File: src/rtl/ecc_addsub_seq_ctrl.sv
// ecc_addsub_seq_ctrl
//   Sequences one external RADIX-bit adder over REG_SIZE-bit operands, least
//   significant word first. Operand words are read from a memory with one
//   cycle of read latency. The carry is chained between words through a
//   register. Each adder sum is written straight to the result memory. The
//   final carry-out is reported on carry_o. For subtraction the B word is
//   inverted and the carry chain is seeded with 1, which gives a + ~b + 1.
//
// Optional feature (macro ECC_ADDSUB_ZEROIZE_EN):
//   Adds the zeroize_i input. While it is high, the adder drives and
//   wr_data_o are forced to 0. On the next clock edge all state clears
//   exactly as on reset. zeroize_i has priority over start_i.
//
// Ports
//   clk, reset               clock; asynchronous active-high reset
//   start_i, sub_i           start request and mode (1 = a - b), sampled in IDLE
//   rd_en_o, rd_addr_o       operand read strobe and word address
//   a_i, b_i                 operand words, valid one cycle after the read
//   add_a_o, add_b_o,
//   add_cin_o                drives into the shared adder
//   add_s_i, add_cout_i      sum and carry back from the adder
//   wr_en_o, wr_addr_o,
//   wr_data_o                result word write port
//   busy_o                   high whenever the FSM is not in IDLE
//   done_o                   one-cycle completion pulse
//   carry_o                  final carry (add overflow / subtract no-borrow)
module ecc_addsub_seq_ctrl #(
  parameter int REG_SIZE = 384,
  parameter int RADIX    = 32,
  localparam int WORDS   = REG_SIZE / RADIX,
  localparam int AW      = (WORDS > 1) ? $clog2(WORDS) : 1
) (
  input  logic             clk,
  input  logic             reset,
`ifdef ECC_ADDSUB_ZEROIZE_EN
  input  logic             zeroize_i,
`endif
  input  logic             start_i,
  input  logic             sub_i,
  output logic             rd_en_o,
  output logic [AW-1:0]    rd_addr_o,
  input  logic [RADIX-1:0] a_i,
  input  logic [RADIX-1:0] b_i,
  output logic [RADIX-1:0] add_a_o,
  output logic [RADIX-1:0] add_b_o,
  output logic             add_cin_o,
  input  logic [RADIX-1:0] add_s_i,
  input  logic             add_cout_i,
  output logic             wr_en_o,
  output logic [AW-1:0]    wr_addr_o,
  output logic [RADIX-1:0] wr_data_o,
  output logic             busy_o,
  output logic             done_o,
  output logic             carry_o
);

  typedef enum logic [1:0] {
    IDLE  = 2'd0,
    FETCH = 2'd1,
    CALC  = 2'd2,
    DONE  = 2'd3
  } state_t;

  state_t           state_reg;
  logic [AW-1:0]    count_reg;
  logic             carry_reg;
  logic             mode_reg;
  logic             last_word;
  logic             zero;
  logic [RADIX-1:0] b_mux;

`ifdef ECC_ADDSUB_ZEROIZE_EN
  assign zero = zeroize_i;
`else
  assign zero = 1'b0;
`endif

  assign last_word = (count_reg == AW'(WORDS - 1));

  // Subtract inverts B bit by bit; the +1 arrives through the seeded carry.
  genvar gi;
  generate
    for (gi = 0; gi < RADIX; gi++) begin : g_b_inv
      assign b_mux[gi] = b_i[gi] ^ mode_reg;
    end
  endgenerate

  // Memory and adder drives are decoded from the state. The adder result
  // is written back in the same cycle.
  always_comb begin
    rd_en_o   = 1'b0;
    rd_addr_o = '0;
    add_a_o   = '0;
    add_b_o   = '0;
    add_cin_o = 1'b0;
    wr_en_o   = 1'b0;
    wr_addr_o = '0;
    wr_data_o = '0;
    case (state_reg)
      FETCH: begin
        rd_en_o = 1'b1;
      end
      CALC: begin
        add_a_o   = a_i;
        add_b_o   = b_mux;
        add_cin_o = carry_reg;
        wr_en_o   = 1'b1;
        wr_addr_o = count_reg;
        wr_data_o = add_s_i;
        // Prefetch the next word so that it arrives for the next CALC cycle.
        if (!last_word) begin
          rd_en_o   = 1'b1;
          rd_addr_o = count_reg + AW'(1);
        end
      end
      default: ;
    endcase
    // A zeroize request hides any datapath value in the current cycle.
    if (zero) begin
      add_a_o   = '0;
      add_b_o   = '0;
      add_cin_o = 1'b0;
      wr_data_o = '0;
    end
  end

  always_ff @(posedge clk or posedge reset) begin
    if (reset) begin
      state_reg <= IDLE;
      count_reg <= '0;
      carry_reg <= 1'b0;
      mode_reg  <= 1'b0;
      busy_o    <= 1'b0;
      done_o    <= 1'b0;
      carry_o   <= 1'b0;
    end else if (zero) begin
      state_reg <= IDLE;
      count_reg <= '0;
      carry_reg <= 1'b0;
      mode_reg  <= 1'b0;
      busy_o    <= 1'b0;
      done_o    <= 1'b0;
      carry_o   <= 1'b0;
    end else begin
      done_o <= 1'b0;
      case (state_reg)
        IDLE: begin
          if (start_i) begin
            mode_reg  <= sub_i;
            state_reg <= FETCH;
            busy_o    <= 1'b1;
            // The previous result stays visible until a new operation starts.
            carry_o   <= 1'b0;
          end
        end
        FETCH: begin
          // The seed carry is 1 for subtract, which completes the two's complement.
          carry_reg <= mode_reg;
          count_reg <= '0;
          state_reg <= CALC;
        end
        CALC: begin
          carry_reg <= add_cout_i;
          if (last_word) begin
            carry_o   <= add_cout_i;
            done_o    <= 1'b1;
            state_reg <= DONE;
          end else begin
            count_reg <= count_reg + AW'(1);
          end
        end
        DONE: begin
          count_reg <= '0;
          busy_o    <= 1'b0;
          state_reg <= IDLE;
        end
        default: state_reg <= IDLE;
      endcase
    end
  end

endmodule

File: config.mk
export PLATFORM = sky130hd
export DESIGN_NAME = ecc_addsub_seq_ctrl
export DESIGN_NICKNAME = d
export VERILOG_FILES = /design/src/rtl/ecc_addsub_seq_ctrl.sv
export SDC_FILE = /design/constraint.sdc
export NUM_CORES = 1
export LEC_CHECK = 0
export BUFFER_PORTS_ARGS = -buffer_cell sky130_fd_sc_hd__buf_4
export CAP_MARGIN = 20
export CORE_AREA = 2 2 81 83
export DETAILED_ROUTE_END_ITERATION = 16
export DIE_AREA = 0 0 83 85
export PLACE_DENSITY = 0.77
export RECOVER_POWER = 50
export SLEW_MARGIN = 20
export SYNTH_ARGS = -nofsm -noshare
export SYNTH_HDL_FRONTEND = slang
export SYNTH_SLANG_ARGS = --single-unit
File: constraint.sdc
create_clock -name clk -period 1.3 [get_ports clk]
set_input_delay 0.13 -clock clk [delete_from_list [all_inputs] [get_ports clk]]
set_output_delay 0.13 -clock clk [all_outputs]
set_load 0.01 [all_outputs]
-- Word level (Yosys, flattened, before mapping)
Cells that the tools add are included.
- register bits after elaboration: 11
- bits in latches: 0
- RAM bits: 0
- ROM bits: 0
- input port bits: 101
- output and inout port bits: 110
- word-level logic and storage cells: 81
- memories kept: 0
- $add $sub $neg: 1
- $mul: 0
- div/mod/pow operators: 0
- $lt $le $gt $ge: 0
- equality and inequality tests: 7
- shifts and indexed selects: 0
- muxes and demuxes: 23
- bitwise gates (word level): 32
- reduce and logical (&&, ||, !) cells: 11
- operator list (kind ; number):
    32-bit 2-to-1 mux ; 3
    1-bit XOR ; 32
    4-bit 2-to-1 mux ; 4
    1-bit 2-to-1 mux ; 8
    1-bit one-hot mux with 2 select lines ; 4
    2-bit one-hot mux with 4 select lines ; 1
    4-bit one-hot mux with 2 select lines ; 1
    2-bit AND reduction ; 4
    2-bit nonzero test ; 4
    2-bit inequality test (second input constant) ; 3
    4-bit by 1-bit adder with 4-bit output (second input constant) ; 1
    2-bit == test (second input constant) ; 2
    4-bit == test (second input constant) ; 1
    2-bit 2-to-1 mux ; 2
    3-bit AND reduction ; 1
    2-bit by 1-bit == test with 1-bit output (second input constant) ; 1
    2-bit logical NOT ; 1
    2-bit OR reduction ; 1

-- Depth between registers and ports, before layout
- depth after elaboration: 4
- depth in mapped cells: 7
- mapped depth without buffers: 5

-- Worst setup path before layout
OpenSTA, ideal clock, no wires.
- path type: reg2out
- start: reg state_reg[0]
- end: out add_b_o[22]
- data arrival time: 1454 ps
- required time: 1170 ps
- path slack: -284 ps
- stages on the path, launching flop included: 7
- path buffers: 3
- cells stage by stage: dfrtp_1 inv_1 ha_1 buf_2 buf_4 clkbuf_1 and2_1
- word-level cells in the longest chain between the ends: 2
- ends and longest elaborated chain (what ; RTL line ; source):
    start: declaration ; 64 ; state_t state_reg;
    start signal: assignment ; 129 ; state_reg <= IDLE;
    start signal: assignment ; 137 ; state_reg <= IDLE;
    start signal: assignment ; 150 ; state_reg <= FETCH;
    2-bit == test ; 99 ; case (state_reg)
    32-bit 2-to-1 mux ; 99 ;
    end: declaration ; 45 ; output logic [RADIX-1:0] add_b_o,
Every way passes these cells.

-- Final worst setup path
- start: reg state_reg[0]
- end: out add_b_o[10]
Same word-level chain as after synthesis.

==> metrics.md <==
| Metric | Value |
|---|---|
| Core ar. | `0.00620 mm^2` |
| Post-DRT Antenna Nets | `0` |
| I/O pin count | `211` |
| Relative slew slack | `70.3%` |
| #FFs+latches synth | `11` |
| Syn Nets | `318` |
| DR pass1 iterations | `4` |
| DR WL/cell | `between 15 and 20 um` |
| Site Rows | `29` |
| Mapped Cells | `211` |
| DPL Wire Length | `between 5000 and 6000 um` |
| Distinct cells, synth | `26` |
| Top-count cell post-synth | `and2_1` |
| Multiplexer share of the synthesized area | `4.00%` |
| Most frequent cells after synthesis | `and2_1, xor2_1, dfrtp_1, clkbuf_1` |
| Status | `complete, but fails checks` |
| Worst r2r path cells | `4` |
| Peak VDD IR | `1.80 mV` |
| Synth Warn # | `0` |
| Failing checks | `setup timing` |
| HP Class | `input pin to flip-flop` |
| Max cap viols | `0` |
| Fin. Hold Viols | `0` |
| Post-Synth XOR/XNOR Area | `between 10% and 20%` |
| Routed WL | `about 8300 um` |
| Initial Util | `a little over a quarter` |
| Slowest stage delay, CP | `420 ps` |
| Pin count of the biggest net entering global routing | `35` |
| Setup CP Type | `flip-flop to output pin` |
| Min-Delay Startpoint | `sub_i` |
| Share of post-route cells with drive strength above 1 | `75.4%` |
| Slew @ Worst Pin | `445 ps` |
| Vias in the first global route | `2409` |
| Remaining DRCs | `0` |
| DRT iter0 DRCs | `43` |
| Area share of and/or/nand/nor cells after synthesis | `46.9%` |
| Global-route wire length before repair | `12700 um` |
| Crit-path slowest cell | `dfrtp_2` |
| Post-Place Cells | `499` |
| Sink of the worst hold path | `mode_reg$_DFFE_PP0P_` |
| Leak | `between 2 and 2.5 nW` |
| Yosys top cell by area | `and2_1` |
| H-tree depth | `1` |
| Adder-cell share of the synthesized area | `4.62%` |
| Worst path bufs/invs | `4` |
| Horiz. Die Dim | `83 um` |
| Seq/Total Area, Yosys | `16.9%` |
| Critical path required time | `1170 ps` |
| Routability cong. | `between 0.8 and 0.9` |
| Total power | `9.86 mW` |
| Unrepaired setup endpoints after global routing | `yes` |
| Clock Path Buffers | `2` |
| Startpoint Class | `flip-flop` |
| Pwr per Cell Area | `2300 mW/mm^2` |
| Worst Path Arrival | `1530 ps` |
| Initial antenna violation count | `0` |
| Largest family of logic cells by synthesized area | `simple AND/OR/NAND/NOR gates` |
| Post-synthesis compound-gate area fraction | `3.93%` |
| N_diodes | `0` |
| Mean post-synth cell area | `7.70 um^2` |
| Fmax | `604 MHz` |
| CTS Root Cell | `clkbuf_8` |
| Via count | `roughly 2300` |
| Via/cell ratio | `4.45` |
| Worst Hold Slack | `123 ps` |
| CP delay by family, top | `buffers and inverters` |
| Die ar. | `0.00706 mm^2` |
| Final WS setup | `-356 ps` |
| Most common flop cell mapped by yosys | `dfrtp_1` |
| Clock Skew | `~2.8 ps` |
| Asr flop ratio synth | `100%` |
| Total global routing overflow | `0` |
| Largest register FFs | `4` |
| Synth area leaders | `and2_1, xor2_1, dfrtp_1, ha_1, mux2_2` |
| Critical R2R Capture | `count_reg[2]$_DFFE_PP0P_` |
| Clock buffer count from CTS | `3` |
| Area grow syn2layout | `164%` |
| # setup viols final | `116` |
| Setup crit end kind | `output pin` |
| Fin. max-slew vios | `0` |
| Critical Path, Cell by Cell | `inv_4 > ha_4 > buf_12 > clkbuf_16 > and2_4 > buf_6` |
| CP Max Fanout | `8` |
| CTS tree | `done` |
| Post-Layout Cell Count | `approximately 530` |
| FF-to-FF Start | `state_reg[1]$_DFFE_PP0P_` |
| Fraction of the cycle the final worst path needs | `127%` |
| Die Span Y | `85 um` |
| Worst reg-to-reg setup slack | `-310 ps` |
| Buffers on Ports | `210` |
| Number of flops mapped to enable cells by yosys | `0` |
| Final Net Count | `556` |
| Clock sinks | `11` |
| Reg clk slew, reported paths | `~50 ps` |
| Worst-skew pair later-pin latency | `240 ps` |
| Synthesized area | `0.00163 mm^2` |
| Min Tclk post-route | `roughly 1700 ps` |
| Synth top area share | `between 30% and 40%` |
| GRT Total Usage | `about 22%` |
| Hold Path Depth | `2` |
[routing by layer]
| metal | up-vias | global-route usage (%) | wire (um) |
|---|---|---|---|
| met5 | - | 0 | 0 |
| met1 | 1094 | 23.9 | 3050 |
| li1 | 1135 | - | - |
| met2 | 93 | 43.3 | 4710 |
| met3 | 14 | 4.09 | 438 |
| met4 | 0 | 5.37 | 142 |
[cells in the final DEF, fill, tap and decap left out, drive strengths merged, types with 2 or more instances in the layout]
master,netlist,routed
dfrtp,11,11
ha,6,6
buf,6,245
mux2i,2,2
inv,3,3
o21ai,4,4
mux2,4,4
nor2,7,7
nor3,2,2
and2,101,101
a21oi,4,4
nand3b,2,2
o31ai,2,2
nand2,3,3
nand3,3,3
clkbuf,10,7
xor2,33,33
nor2b,2,2
[logic make-up after synthesis]
family / count (synthesis)
AO/OA/AOI/OAI: 11
XOR/XNOR: 34
adder cells (fa/ha/maj): 6
buffers and inverters: 19
flip-flops: 11
multiplexers: 6
AND/OR/NAND/NOR: 124
[area by class of cell]
class | instances | area (um^2)
tap | 77 | 96.3
timing repair buffer | 249 | 2300
fill | 450 | 1920
inverter | 3 | 18.8
clock buffer | 4 | 45.0
sequential | 11 | 278
multi-input combinational | 181 | 1550
[report_power, final]
part	internal [mW]	total [mW]	leakage, nW	switching [mW]
Clock	0.216	0.347	0.0228	0.132
Combinational	5.29	8.86	2.07	3.57
Sequential	0.511	0.653	0.136	0.142
Total	6.01	9.86	2.22	3.85
[worst max-delay path by stage]
stage                             startpoint                       end  slack, ps  cells after the start
floorplan           state_reg[0]$_DFFE_PP0P_  count_reg[0]$_DFFE_PP0P_       -100                      5
global placement    state_reg[0]$_DFFE_PP0P_              rd_addr_o[0]       -160                      6
detailed placement  state_reg[0]$_DFFE_PP0P_              rd_addr_o[0]       -190                      6
CTS                 state_reg[0]$_DFFE_PP0P_                add_b_o[0]       -320                      6
global route        state_reg[0]$_DFFE_PP0P_               add_b_o[10]       -400                      6
finish              state_reg[0]$_DFFE_PP0P_               add_b_o[10]       -360                      6
[timing repair]
| item | 4_1_cts | 5_1_grt |
|---|---|---|
| endpoints found under the hold margin | 11 | 0 |
| resized for setup | 72 | 41 |
| setup buffers | 13 | 1 |
| setup endpoints to repair | 115 | 117 |
| gates cloned | 7 | 1 |
| pin swaps | 6 | 6 |
| hold buffers | 1 | 0 |
[per-stage QoR]
stage	cell area [um^2]	TNS, ps	setup slack, ps	util [%]
3_3_place_gp	3540	-9100	-161	57.1
2_1_floorplan	1830	-3320	-96.7	-
6_report	4290	-31740	-356	69.1
3_5_place_dp	3540	-11560	-190	57.1
4_1_cts	4150	-29650	-316	66.8
5_1_grt	4290	-37710	-396	69.1
Note: power is estimated with default switching activity, not from simulation.
